`config.mk`:
```
export PLATFORM = sky130hd
export DESIGN_NAME = cos_expansion_sched
export DESIGN_NICKNAME = d
export VERILOG_FILES = /design/src/rtl/cos_expansion_sched.sv
export SDC_FILE = /design/constraint.sdc
export NUM_CORES = 1
export LEC_CHECK = 0
export CAP_MARGIN = 20
export CORE_ASPECT_RATIO = 0.5
export CORE_UTILIZATION = 55
export CTS_CLUSTER_SIZE = 8
export DETAILED_ROUTE_END_ITERATION = 12
export HOLD_SLACK_MARGIN = 0.12
export PLACE_DENSITY = 0.82
export SKIP_CTS_REPAIR_TIMING = 1
export SYNTH_ARGS = -nofsm -noshare
export SYNTH_HDL_FRONTEND = slang
export SYNTH_SLANG_ARGS = --single-unit
```
`constraint.sdc`:
```
create_clock -name clk -period 10.04 [get_ports clk]
set_input_delay 2.008 -clock clk [delete_from_list [all_inputs] [get_ports clk]]
set_output_delay 2.008 -clock clk [all_outputs]
set_load 0.005 [all_outputs]
```
`src/rtl/cos_expansion_sched.sv`:
```
// cos_expansion_sched: per sample x, streams cos(k*pi*x) for k=1..ORDER via a shared cosine unit (x_* in, theta_out/cos_in to the unit, term_* out, busy)
module cos_expansion_sched #(
  parameter int ORDER = 4,
  parameter int IDXW = 3
) (
  input  logic            clk,
  input  logic            reset,
  input  logic [15:0]     x_in,
  input  logic            x_valid,
  output logic            x_ready,
  output logic [16:0]     theta_out,
  input  logic [15:0]     cos_in,
  output logic [15:0]     term_out,
  output logic [IDXW-1:0] term_idx,
  output logic            term_last,
  output logic            term_valid,
  input  logic            term_ready,
  output logic            busy
);
  typedef enum logic [2:0] {IDLE, MUL, THETA, CAPT, HOLD} state_t;
  localparam logic signed [15:0] ONE = 16'sh1000;
  localparam logic signed [15:0] PI = 16'sh3244;
  localparam logic signed [17:0] TWO_PI = 18'sh06487;
  state_t r_state;
  logic signed [15:0] r_x;
  logic signed [16:0] r_base, r_acc;
  logic [IDXW-1:0] r_k;
  logic signed [15:0] w_xc;
  logic signed [31:0] w_prod, w_rnd;
  logic signed [17:0] w_sum, w_wrap;
  always_comb begin
    w_xc = $signed(x_in) > ONE ? ONE : $signed(x_in) < -ONE ? -ONE : $signed(x_in);
    w_prod = r_x * PI;
    w_rnd = (w_prod + 32'sd2048) >>> 12;
    w_sum = {r_acc[16], r_acc} + {r_base[16], r_base};
    w_wrap = w_sum > TWO_PI ? w_sum - TWO_PI : w_sum < -TWO_PI ? w_sum + TWO_PI : w_sum;
  end
  always_ff @(posedge clk or posedge reset) begin
    if (reset) begin
      r_state <= IDLE;
      r_x <= '0;
      r_base <= '0;
      r_acc <= '0;
      r_k <= '0;
      theta_out <= '0;
      term_out <= '0;
      term_idx <= '0;
      term_last <= 1'b0;
      term_valid <= 1'b0;
      busy <= 1'b0;
      x_ready <= 1'b1;
    end else begin
      case (r_state)
        IDLE: if (x_valid) begin
          r_x <= w_xc;
          r_state <= MUL;
          x_ready <= 1'b0;
          busy <= 1'b1;
        end
        MUL: begin
          r_base <= w_rnd[16:0];
          r_acc <= w_rnd[16:0];
          r_k <= IDXW'(1);
          r_state <= THETA;
        end
        THETA: begin
          theta_out <= r_acc;
          r_state <= CAPT;
        end
        CAPT: begin
          term_out <= cos_in;
          term_idx <= r_k;
          term_last <= r_k == IDXW'(ORDER);
          term_valid <= 1'b1;
          r_state <= HOLD;
        end
        HOLD: if (term_ready) begin
          term_valid <= 1'b0;
          if (r_k == IDXW'(ORDER)) begin
            r_state <= IDLE;
            x_ready <= 1'b1;
            busy <= 1'b0;
          end else begin
            r_acc <= w_wrap[16:0];
            r_k <= r_k + IDXW'(1);
            r_state <= THETA;
          end
        end
        default: begin
          r_state <= IDLE;
          x_ready <= 1'b1;
          busy <= 1'b0;
        end
      endcase
    end
  end
endmodule
```
Yosys cells after proc, flatten, opt, wreduce, memory -nomap -nowiden
Index checks and enable logic that the tools add are counted.

Output and inout port bits: 40. Logic and storage cells: 65. Input port bits: 36. Register bits after elaboration: 96.

Bitwise logic cells: 1. Multiplexer cells: 24. Reduce and logical (&&, ||, !) cells: 9. Eq/ne operators: 9. Order comparisons: 4. $mul: 1. Add/subtract/negate cells: 5.

Operator list (count): $mux 17 (4); $pmux 17 s2 (1); $mux 16 (2); $add 29x13->29 const B (1); $mul 16x13->27 const B (1); $add 17x17->18 (1); $gt 18x16->1 const B (1); $lt 18x16->1 const B (1); $add 17x16->17 const B (1); $sub 17x16->17 const B (1); $gt 16x14->1 const B (1); $lt 16x13->1 const B (1); $pmux 3 s5 (1); $mux 3 (4); $ne 2x2->1 const B (4); $mux 1 (7); $eq 3x2->1 const B (2); $eq 3x3->1 const B (2); $pmux 1 s3 (2); $pmux 3 s2 (1); $reduce_and 2->1 (3); $reduce_and 4->1 (1); $reduce_bool 2->1 (2); $add 3x1->3 const B (1); 7 further kinds (7).

Longest topological paths before layout
Word-level depth: 7. Mapped depth: 19. Gate-level depth less buffers: 18.

Least setup slack after synthesis
No wires, ideal clock.

Path type: register -> register. From: reg r_x[1]. To: reg r_base[16]. Data required time: 9.904 ns. Path buffers: 0. Arrival: 5.163 ns. Stages on the path, launching flop included: 19. Setup time: 0.136 ns. Setup slack: 4.742 ns. Clock period less this slack: 5.298 ns. Path through: dfrtp_1 ha_1 inv_1 fa_1 inv_1 fa_1 fa_1 ha_1 ha_1 o21ai_1 a211oi_1 inv_1 or3_1 a211oi_2 nand4_1 or4_1 and3_1 xnor2_1 o21ai_0.

Cells in the longest elaborated chain, start to end: 2.

Ends and longest elaborated chain: from (decl) (line 25) `logic signed [15:0] r_x;`; from (signal assigned) (line 55) `r_x <= w_xc;`; $mul 16x13->27 (line 33) `w_prod = r_x * PI;`; $add 29x13->29 (line 34) `w_rnd = (w_prod + 32'sd2048) >>> 12;`; to (signal assigned) (line 61) `r_base <= w_rnd[16:0];`; to (decl) (line 26) `logic signed [16:0] r_base, r_acc;`.

Every way passes these cells. A chain may end at the register's enable or synchronous reset.

Final worst setup path
Same ends and word-level chain as after synthesis.

==> summary.md <==
| Metric | Value |
|---|---|
| Critical-path cell list | `ha_1, inv_1, fa_1, inv_1, fa_1, fa_1, ha_1, ha_1, o21ai_1, a211oi_1, inv_1, or3_1, a211oi_2, nand4_1, or4_1, and3_1, xnor2_1, o21ai_0` |
| # IOs | `76` |
| Period Utilization, post-route | `0.575` |
| Count of final hold-check violations | `0` |
| Most frequent cells in the layout | `dfrtp_1, ha_1, clkdlybuf4s50_1` |
| Cell area after synthesis | `8560 um2` |
| Worst endpoint required time | `10,220 ps` |
| Effective utilization at floorplan | `0.578` |
| Slowest Stage Delay on Critical Path | `520 ps` |
| Floorplan row count | `31` |
| Commonest non-fill, non-tap cell in the layout | `dfrtp_1` |
| Slew of the pin with the lowest slew margin | `1070 ps` |
| Syn Nets | `1,040` |
| Final nets | `1,102` |
| Routability cong. | `0.963` |
| Setup violators final | `0` |
| Routed len/inst | `17.7 um` |
| Outcome | `finished clean` |
| Worst setup SP type | `register` |
| Final min period | `5770 ps` |
| Antenna Violating Nets Remaining | `0` |
| Clk sink count | `96` |
| Detail Placement HPWL | `15,900 um` |
| Fin Setup TNS | `0 ps` |
| Largest net degree at the start of global routing | `77` |
| Max Freq | `173 MHz` |
| Deepest clock path buffer count | `2` |
| H-tree levels | `3` |
| Primary FF master, synth | `dfrtp_1` |
| Initial antenna violation count | `0` |
| Post-synth EDFFs | `0` |
| Initial DRC Count | `483` |
| Drt total wl | `20,200 um` |
| Layout fillers | `1,176` |
| Layout area overhead | `14.1%` |
| Layout Cells excl Fill | `1,142` |
| Synth cell types | `84` |
| #FFs+latches synth | `96` |
| Vias in the first global route | `6,900` |
| CP Max Fanout | `7` |
| Final Max Slew Viols | `0` |
| TritonCTS clock tree | `yes` |
| Placed Cells | `1,126` |
| Die Area | `16,100 um2` |
| Clock skew | `9.33 ps` |
| Asr flop ratio synth | `1.00` |
| Maxcap violations | `0` |
| Synth Warn # | `0` |
| Routed via count | `6,890` |
| Clk_lat worst skew | `350 ps` |
| IO buf count | `75` |
| Diode count | `0` |
| First-pass GRT wire length | `33,800 um` |
| Number of remaining DRC errors | `0` |
| CP Capture Type | `register` |
| Die X | `178 um` |
| Via density | `6.03` |
| CP arrival | `5950 ps` |
| Root Buffer | `clkbuf_16` |
| Hold WC Path Type | `reg -> reg` |
| Post-Syn Area per Cell | `9.76 um2` |
| Total GRT Usage | `0.264` |
| Fraction of layout cells with a size suffix above 1 | `0.105` |
| RSZ-0062 raised after global routing | `false` |
| Core ar. | `14,800 um2` |
| CTS clk-pin slew, worst paths | `70 ps` |
| Router iterations before antenna repair | `5` |
| Gate Count Post-Synth | `877` |
| Sequential-to-total area share from yosys stat | `0.281` |
| Total grt overflow | `0` |
| CTS Buf Count | `9` |
| Die Y | `90.2 um` |
| Max-slew headroom | `0.288` |
| Critical-path top delay cell | `fa_1` |
| Crit Path Category | `reg -> reg` |
-- per-stage QoR --
stage | util | hold WS, ps | cell area [um2] | worst slack (ps)
final | 0.660 | 485 | 9770 | 4270
after global routing | 0.660 | 518 | 9770 | 3890
after CTS | 0.660 | 483 | 9770 | 4270
after detailed placement | 0.639 | 466 | 9470 | 4290
after global placement | 0.639 | 464 | 9470 | 4450
after floorplan | - | 452 | 8560 | 4740
-- cell usage after synthesis (5+ instances only) --
cell / n / area, um2
dfrtp_1: 95 / 2380
ha_1: 91 / 1140
nand2_1: 65 / 244
nor2_1: 54 / 203
inv_1: 50 / 188
mux2_2: 43 / 484
xnor2_1: 43 / 377
o21ai_0: 38 / 190
a21oi_1: 37 / 185
fa_1: 36 / 721
xor2_1: 30 / 263
nand3_1: 26 / 130
clkbuf_1: 21 / 78.8
nor3_1: 15 / 75.1
a211oi_1: 13 / 97.6
a21o_1: 13 / 97.6
nand4_1: 13 / 81.3
o21ai_1: 10 / 50.1
a22o_1: 8 / 70.1
and2_1: 8 / 50.1
and3_1: 8 / 50.1
nor2b_1: 8 / 50.1
o211ai_1: 8 / 60.1
a32oi_1: 7 / 61.3
a22oi_1: 6 / 45.0
o22ai_1: 6 / 37.5
o31ai_1: 6 / 45.0
or2_2: 6 / 37.5
a211o_1: 5 / 43.8
-- layer usage --
metal	vias up	global-route usage	wire length, um
li1	3312	-	-
met1	3379	0.371	9310
met2	171	0.432	9590
met3	28	0.0372	1040
met4	0	0.0572	281
met5	-	0	0
-- sequential cells by signal, summed over array words and instances (netlist names) --
register / count
busy: 1
r_acc: 17
r_base: 17
r_k: 3
r_state: 3
r_x: 16
term_idx: 3
term_last: 1
term_out: 16
term_valid: 1
theta_out: 17
x_ready: 1
-- layout make-up --
cell class | count | area, um2 | share of cell area
multi-input cells | 701 | 5830 | 0.597
flip-flops and latches | 96 | 2400 | 0.246
repair buffers | 81 | 796 | 0.0814
well taps | 198 | 248 | 0.0253
clock buffers | 11 | 243 | 0.0248
inverters | 50 | 190 | 0.0195
clock inverters | 5 | 61.3 | 0.00627
-- final timing paths --
check | startpoint | end | slack (ps) | cells after the start
setup / recovery | r_x[1] | r_base[16] | 4270 | 18
hold / removal | term_valid | term_valid | 480 | 2
setup reg to reg | r_x[1] | r_base[16] | 4270 | 18
hold reg to reg | term_valid | term_valid | 480 | 2
max in group asynchronous | reset | r_acc[12] | 6860 | 3
min in group asynchronous | reset | r_x[0] | 1960 | 2
-- critical path, delay by kind of cell (launching register included) --
family	cells	cell delay, ps
adders and majority gates	6	2450
and+or+nand+nor	4	1280
DFF	1	440
xor gates and xnor gates	1	180
AOI/OAI and AO/OA	4	1010
buffers and inverters	3	240
-- cells by family (layout without fill, tap and decap cells) --
logic type | after synthesis | after routing | synth area share
mux | 47 | 47 | 0.0612
buf+inv | 80 | 147 | 0.0383
fa+ha+maj | 128 | 128 | 0.218
simple gates | 244 | 244 | 0.147
xor+xnor | 74 | 74 | 0.0779
flops | 96 | 96 | 0.281
compound gates | 208 | 208 | 0.177
Power is not shown: default switching activity piles up to over one toggle a cycle in this logic, so the estimate is an artifact.
